[src/rtl/fb_pkg.sv]
// Shared framebuffer definitions: read-tag encoding and default bus widths
// (the VGA timing generator uses the same widths).
package fb_pkg;

  localparam int FB_ADDR_W = 16;
  localparam int FB_DATA_W = 8;

  typedef enum logic [1:0] {
    TAG_NONE = 2'd0,
    TAG_DISP = 2'd1,
    TAG_HOST = 2'd2
  } fb_tag_t;

endpackage

[src/rtl/fb_rd_tag_pipe.sv]
// RD_LAT-deep shift register of read-owner tags, aligned with the RAM read
// latency, decoding which requester owns the data at the last stage.
module fb_rd_tag_pipe
  import fb_pkg::*;
#(
  parameter int RD_LAT = 1
) (
  input  logic    clk,
  input  logic    rst_n,
  input  fb_tag_t tag_in,
  output logic    disp_hit,
  output logic    host_hit
);

  fb_tag_t tag_last;

  genvar gi;
  generate
    for (gi = 0; gi < RD_LAT; gi++) begin : g_stage
      fb_tag_t tag_reg;
      if (gi == 0) begin : g_first
        always_ff @(posedge clk or negedge rst_n) begin
          if (!rst_n) tag_reg <= TAG_NONE;
          else        tag_reg <= tag_in;
        end
      end else begin : g_next
        always_ff @(posedge clk or negedge rst_n) begin
          if (!rst_n) tag_reg <= TAG_NONE;
          else        tag_reg <= g_stage[gi-1].tag_reg;
        end
      end
    end
  endgenerate

  assign tag_last = g_stage[RD_LAT-1].tag_reg;
  assign disp_hit = (tag_last == TAG_DISP);
  assign host_hit = (tag_last == TAG_HOST);

endmodule

[src/rtl/fb_arbiter.sv]
// Single-port framebuffer RAM arbiter: display reads have absolute priority,
// host served in free cycles. Optional counters under FB_ARB_STATS_EN.
module fb_arbiter
  import fb_pkg::*;
#(
  parameter int ADDR_W     = FB_ADDR_W,
  parameter int DATA_W     = FB_DATA_W,
  parameter int RD_LAT     = 1,
  parameter int STARVE_MAX = 64
) (
  input  logic              clk,
  input  logic              rst_n,
  input  logic              disp_req,
  input  logic [ADDR_W-1:0] disp_addr,
  output logic              disp_rvalid,
  output logic [DATA_W-1:0] disp_rdata,
  input  logic              host_valid,
  input  logic              host_we,
  input  logic [ADDR_W-1:0] host_addr,
  input  logic [DATA_W-1:0] host_wdata,
  output logic              host_ready,
  output logic              host_rvalid,
  output logic [DATA_W-1:0] host_rdata,
  output logic              ram_en,
  output logic              ram_we,
  output logic [ADDR_W-1:0] ram_addr,
  output logic [DATA_W-1:0] ram_wdata,
  input  logic [DATA_W-1:0] ram_rdata,
  input  logic              clr_status,
  output logic              host_starved
`ifdef FB_ARB_STATS_EN
  ,
  output logic [15:0]       host_grant_cnt,
  output logic [15:0]       host_defer_cnt
`endif
);

  localparam int CNT_W = $clog2(STARVE_MAX + 1);

  logic             host_xfer;
  logic             host_stall;
  fb_tag_t          tag_in;
  logic             disp_hit;
  logic             host_hit;
  logic [CNT_W-1:0] starve_cnt_reg;
  logic [CNT_W-1:0] starve_cnt_next;
  logic             starve_set;

  // Gating with rst_n keeps a pending host write from reaching the RAM in reset.
  assign host_ready = rst_n & ~disp_req;
  assign host_xfer  = host_valid & host_ready;
  assign host_stall = host_valid & ~host_ready;

  always_comb begin
    ram_en    = 1'b0;
    ram_we    = 1'b0;
    ram_addr  = host_addr;
    ram_wdata = host_wdata;
    tag_in    = TAG_NONE;
    if (disp_req) begin
      ram_en   = 1'b1;
      ram_addr = disp_addr;
      tag_in   = TAG_DISP;
    end else if (host_xfer) begin
      ram_en = 1'b1;
      ram_we = host_we;
      tag_in = host_we ? TAG_NONE : TAG_HOST;
    end
  end

  fb_rd_tag_pipe #(
    .RD_LAT (RD_LAT)
  ) u_tag_pipe (
    .clk      (clk),
    .rst_n    (rst_n),
    .tag_in   (tag_in),
    .disp_hit (disp_hit),
    .host_hit (host_hit)
  );

  always_ff @(posedge clk or negedge rst_n) begin
    if (!rst_n) begin
      disp_rvalid <= 1'b0;
      host_rvalid <= 1'b0;
      disp_rdata  <= '0;
      host_rdata  <= '0;
    end else begin
      disp_rvalid <= disp_hit;
      host_rvalid <= host_hit;
      if (disp_hit) disp_rdata <= ram_rdata;
      if (host_hit) host_rdata <= ram_rdata;
    end
  end

  always_comb begin
    starve_cnt_next = '0;
    if (host_stall) begin
      if (starve_cnt_reg == CNT_W'(STARVE_MAX)) starve_cnt_next = starve_cnt_reg;
      else                                      starve_cnt_next = starve_cnt_reg + 1'b1;
    end
  end

  assign starve_set = host_stall && (starve_cnt_next == CNT_W'(STARVE_MAX));

  // Set takes precedence over clr_status so an ongoing stall stays visible.
  always_ff @(posedge clk or negedge rst_n) begin
    if (!rst_n) begin
      starve_cnt_reg <= '0;
      host_starved   <= 1'b0;
    end else begin
      starve_cnt_reg <= starve_cnt_next;
      if (starve_set)      host_starved <= 1'b1;
      else if (clr_status) host_starved <= 1'b0;
    end
  end

`ifdef FB_ARB_STATS_EN
  always_ff @(posedge clk or negedge rst_n) begin
    if (!rst_n) begin
      host_grant_cnt <= '0;
      host_defer_cnt <= '0;
    end else begin
      if (clr_status)     host_grant_cnt <= '0;
      else if (host_xfer) host_grant_cnt <= host_grant_cnt + 16'd1;
      if (clr_status)      host_defer_cnt <= '0;
      else if (host_stall) host_defer_cnt <= host_defer_cnt + 16'd1;
    end
  end
`endif

endmodule

[config.mk]
export PLATFORM = sky130hd
export DESIGN_NAME = fb_arbiter
export DESIGN_NICKNAME = d
export VERILOG_FILES = /design/src/rtl/fb_pkg.sv /design/src/rtl/fb_rd_tag_pipe.sv /design/src/rtl/fb_arbiter.sv
export SDC_FILE = /design/constraint.sdc
export NUM_CORES = 1
export LEC_CHECK = 0
export BUFFER_PORTS_ARGS = -buffer_cell sky130_fd_sc_hd__buf_2
export CAP_MARGIN = 10
export CELL_PAD_IN_SITES_DETAIL_PLACEMENT = 0
export CELL_PAD_IN_SITES_GLOBAL_PLACEMENT = 1
export CORE_MARGIN = 2
export CORE_UTILIZATION = 30
export DETAILED_ROUTE_END_ITERATION = 7
export PLACE_DENSITY_LB_ADDON = 0.3
export REMOVE_ABC_BUFFERS = 1
export SYNTH_ARGS = -nofsm -noshare
export SYNTH_HDL_FRONTEND = slang
export SYNTH_SLANG_ARGS = --single-unit
[constraint.sdc]
create_clock -name clk -period 2 [get_ports clk]
set_clock_uncertainty 0.15 [all_clocks]
set_input_delay 0.4 -clock clk [delete_from_list [all_inputs] [get_ports clk]]
set_output_delay 0.4 -clock clk [all_outputs]
set_load 0.1 [all_outputs]
Word level (Yosys, flattened, before mapping)
Index checks and enable logic that the tools add are counted.

storage, ports and cells
  register bits = 28
  output and inout port bits = 46

cells by class
  reduce and logical (&&, ||, !) cells = 2
  mux-type cells = 12
  eq/ne operators = 4
  bitwise operators = 5
  $add $sub $neg = 1

operators with widths
  cell                 count
  $mux 16              1
  $eq 7x7->1 const B   2
  $mux 7               2
  $add 7x1->7 const B  1
  $mux 1               6
  $mux 2               3
  $and 1x1->1          3
  $eq 2x1->1 const B   1
  $eq 2x2->1 const B   1
  $not 1->1            2
  $reduce_bool 2->1    1
  $logic_and 1x1->1    1

Logic depth before layout (Yosys ltp)
  depth in word-level cells = 8
  gate-level depth with buffers = 6

Modules after synthesis
Synthesis repeated with hierarchy kept, for this count alone.

second synthesis, totals
  cell total of the unflattened synthesis = 124
  area total of the unflattened synthesis = 1482.7 um^2

modules (own cells, without submodules)
  module          area an instance (um^2)  instances  cells each
  fb_arbiter      1417.6                   1          120
  fb_rd_tag_pipe  65.1                     1          4

Worst setup path before layout
OpenSTA, ideal clock, no wires.

  path kind = in2out
  from = input disp_req
  to = output ram_we
  setup slack = -1496 ps
  data required time = 1450 ps
  path buffers = 1
  data arrival time = 2946 ps
  stages = 3
  cell sequence = buf_2 -> nor2b_1 -> and3_1

between the ends
  cells in the longest elaborated chain, start to end = 5

ends and longest elaborated chain
  item             RTL line          RTL
  start, declared  fb_arbiter.sv:13  input logic disp_req,
  $not 1->1        fb_arbiter.sv:50  assign host_ready = rst_n & ~disp_req;
  $and 1x1->1      fb_arbiter.sv:50
  via host_ready   fb_arbiter.sv:21  output logic host_ready,
  $and 1x1->1      fb_arbiter.sv:51  assign host_xfer = host_valid & host_ready;
  $mux 1           fb_arbiter.sv:64  end else if (host_xfer) begin
  $mux 1           fb_arbiter.sv:60  if (disp_req) begin
  end, declared    fb_arbiter.sv:25  output logic ram_we,

The timed path passes the listed nets, and every way through them passes these cells.

Final worst setup path
  from = register starve_cnt_reg[0]
  to = register host_starved

between the ends
  cells in the longest elaborated chain, start to end = 6
  elaborated cells on any way between the ends = 8
  those cells by class = add/sub: 1; eq/ne: 2; mux: 3; reduce/logical: 2

ends and longest elaborated chain
  item                                                RTL line                            RTL
  start, declared                                     fb_arbiter.sv:45                    logic [CNT_W-1:0] starve_cnt_reg;
  start signal, assigned                              fb_arbiter.sv:111                   starve_cnt_reg <= starve_cnt_next;
  $add 7x1->7 / $eq 7x7->1 (equally long branches)    fb_arbiter.sv:99, fb_arbiter.sv:98
  $mux 7 *                                            fb_arbiter.sv:98                    if (starve_cnt_reg == CNT_W'(STARVE_MAX)) starve_cnt_next = starve_cnt_reg;
  $mux 7 *                                            fb_arbiter.sv:97                    if (host_stall) begin
  $eq 7x7->1 *                                        fb_arbiter.sv:103                   assign starve_set = host_stall && (starve_cnt_next == CNT_W'(STARVE_MAX));
  $logic_and 1x1->1 *                                 fb_arbiter.sv:103
  $mux 1 / $reduce_bool 2->1 (equally long branches)  --
  end signal, assigned                                fb_arbiter.sv:109                   host_starved <= 1'b0;
  end signal, assigned                                fb_arbiter.sv:112                   if (starve_set) host_starved <= 1'b1;
  end signal, assigned                                fb_arbiter.sv:113                   else if (clr_status) host_starved <= 1'b0;
  end, declared                                       fb_arbiter.sv:30                    output logic host_starved

Mark *: on every way between the ends. The rest lies on a longest branch, timed or not.
A chain may end at the register's enable or synchronous reset.

==> impl_metrics.csv <==
group,metric,value,unit
sta,fin_setup_tns,0,ns
clock_tree,clk_latency,0.27,ns
placement,dpl_worst_slack,0.04637,ns
sta,tightest_slew,0.4846,ns
clock_tree,clk_path_buf_depth,2,
placement,placed_area,2002,um2
placement,dpl.hpwl,2620,um
sta,slew_viol_final,0,
placement,port_buffers,83,
pwr,ir_drop,0.3462,mV
worst_setup_path,crit_buf_inv,1,
grt,grt_util_all_layers,11.87,%
floorplan,fp-row-count,25,
worst_setup_path,worstRegToRegCells,6,
logic_synthesis,yosys_most_used_dff,"dfrtp_1",
worst_setup_path,r2r_slack,0.13,ns
logic_synthesis,yosys_warnings,0,
layout,drive_gt1_share,62.25,%
run_status,status,"complete, no violations",
pwr,p_leak,0.001030,uW
clock_tree,cts-root-buf,"clkbuf_8",
drt,via_per_inst,4.583,
sta,hold_violations,0,
layout,diodes,0,
sta,rsz0062_at_grt,"false",
layout,finalNonFillerCells,271,
layout,nets,261,
layout,mostFrequentLayoutCell,"buf_2",
drt,drcViolationCount,0,
clock_tree,path_clk_slew,0.10,ns
floorplan,die_h,75.01,um
clock_tree,cts_buffers,3,
floorplan,ios,100,
worst_setup_path,path_max_fanout,4,
worst_setup_path,cp_cell_sequence,"inv_1 > ha_1 > nand2b_1 > a311oi_1 > a22oi_1 > o41ai_2",
logic_synthesis,ys_ff_latch,28,
worst_setup_path,cp_num_cells,6,
worst_setup_path,cp.arrival,1.89,ns
pwr,finalPower,2044,uW
logic_synthesis,synth_edf_count,0,
sta,setup_viol,0,
worst_setup_path,r2r-end,"host_starved",
logic_synthesis,syn_inst,126,
clock_tree,cts_tree,"built",
run,max_cap_viol_count,0,
layout,design_area,2076,um2
grt,antenna_found_initial,0,
worst_setup_path,cp_data_required_time,2.03,ns
pwr,p_per_area,984.8,nW/um2
worst_setup_path,end_kind,"register",
sta,fin_ws,0.1343,ns
placement,post-place-cells,267,
logic_synthesis,syn_avg_cell_area,12.01,um2
worst_setup_path,crit_path_top_delay_cell,"dfrtp_1",
worst_setup_path,max_stage_delay,0.41,ns
sta,period_needed,1.866,ns
grt,grt_pass1_vias,1236,
floorplan,initial_core_util,31.61,%
layout,mostFrequentLayoutCells,"79 x buf_2, 32 x mux2_2, 28 x dfrtp_1",
floorplan,dieArea,5627,um2
drt,via_count,1242,
drt,drt_iter0_markers,42,
logic_synthesis,synth-seq-area-share,46.32,%
clock_tree,htreeDepth,1,
logic_synthesis,synth_cell_types,29,
drt,wl_per_cell,12.38,um
sta,max-slew-margin-rel,67.70,%
grt,grt_pass1_wl,5257,um
clock_tree,cts.sinks,28,
drt,routed_wl,3356,um
worst_setup_path,cp-start-kind,"register",
placement,routabilityCongestion,0.7109,
grt,grt_max_degree,29,
drt,drtAntennaViolNets,0,
grt,grt.overflow.total,0,
sta,period_share,93.29,%
floorplan,die_x,75.01,um
drt,dr.pass1.iters,4,
worst_setup_path,regToRegStartpoint,"starve_cnt_reg[0]",
worst_hold_path,hold_path.class,"in2async",
worst_setup_path,path_delay_family,"compound AO/OA/AOI/OAI gates",
floorplan,coreArea,4786,um2
layout,synthToLayoutAreaGrowth,37.22,%
logic_synthesis,synthArstFlopShare,100.0,%
logic_synthesis,synth_area,1513,um2
worst_setup_path,critPathKind,"reg2reg",
sta,fmax,536.0,MHz
cell type report:
cell class | count | area [um2]
Fill cell | 457 | 2710
Tap cell | 67 | 83.83
Sequential cell | 28 | 700.7
Clock buffer | 3 | 41.29
Inverter | 3 | 11.26
Timing Repair Buffer | 89 | 508.0
Clock inverter | 1 | 30.03
Multi-Input combinational cell | 80 | 700.7
cells in the mapped netlist (2+ instances only):
master,instances,area (um2)
nand2_1,2,7.510
buf_2,5,25.02
nor2b_1,2,12.51
buf_4,8,60.06
nand3_1,3,15.01
a21boi_0,2,15.01
nand2b_1,5,31.28
ha_1,2,25.02
and3_1,2,12.51
nor2_1,11,41.29
dfrtp_1,28,700.7
inv_1,3,11.26
mux2_2,32,360.4
xnor2_1,4,35.03
mux2i_1,2,20.02
xor2_1,2,17.52
power breakdown:
| part | total, uW | switching [uW] | internal [uW] |
|---|---|---|---|
| Clock | 444 | 176 | 268 |
| Sequential | 661 | 33.0 | 628 |
| Combinational | 939 | 752 | 187 |
logic make-up (layout without fill, tap and decap cells):
| family | Yosys count | after routing | synth area share, % |
|---|---|---|---|
| adders and majority gates | 2 | 2 | 1.654 |
| and+or+nand+nor | 30 | 30 | 11.41 |
| muxes | 34 | 34 | 25.15 |
| AOI/OAI and AO/OA | 8 | 8 | 4.632 |
| buffers and inverters | 18 | 96 | 7.361 |
| xor gates and xnor gates | 6 | 6 | 3.474 |
| DFF | 28 | 28 | 46.32 |
how the worst max path moves through the flow:
stage | slack, ns | end | startpoint
4_1_cts | 0.05 | ram_addr[5] | disp_req
5_1_grt | 0.002 | host_starved | starve_cnt_reg[1]
3_3_place_gp | 0.04 | ram_addr[11] | disp_req
2_1_floorplan | -1.33 | ram_we | disp_req
6_report | 0.13 | host_starved | starve_cnt_reg[0]
3_5_place_dp | 0.05 | ram_addr[5] | disp_req
what timing repair did:
item / CTS / global route
setup endpoints to repair: 0 / 12
setup buffers: 0 / 0
hold buffers: 0 / 0
gates resized for setup: 0 / 1
metal layers:
metal	global-route usage (%)	share of wire, %	routed length (um)	vias to the layer above
li1	-	-	-	583
met1	14.90	42	1418	574
met2	20.76	49	1638	83
met3	2.544	8.1	272	2
met4	2.976	0.77	26	0
met5	0	0	0	-
worst reg2reg max path, stage by stage, from the launching register on:
cell and delay (ns):
dfrtp_1 0.41, inv_1 0.06, ha_1 0.30, nand2b_1 0.16
a311oi_1 0.27, a22oi_1 0.14, o41ai_2 0.28
per-stage QoR:
| step | util (%) | hold slack [ns] |
|---|---|---|
| 4_1_cts | 43.32 | 0.04917 |
| 5_1_grt | 43.37 | 0.05688 |
| 3_3_place_gp | 41.83 | 0.3273 |
| 2_1_floorplan | - | -0.04559 |
| 6_report | 43.37 | 0.03462 |
| 3_5_place_dp | 41.83 | 0.3356 |
(Power assumes the default switching activity.)
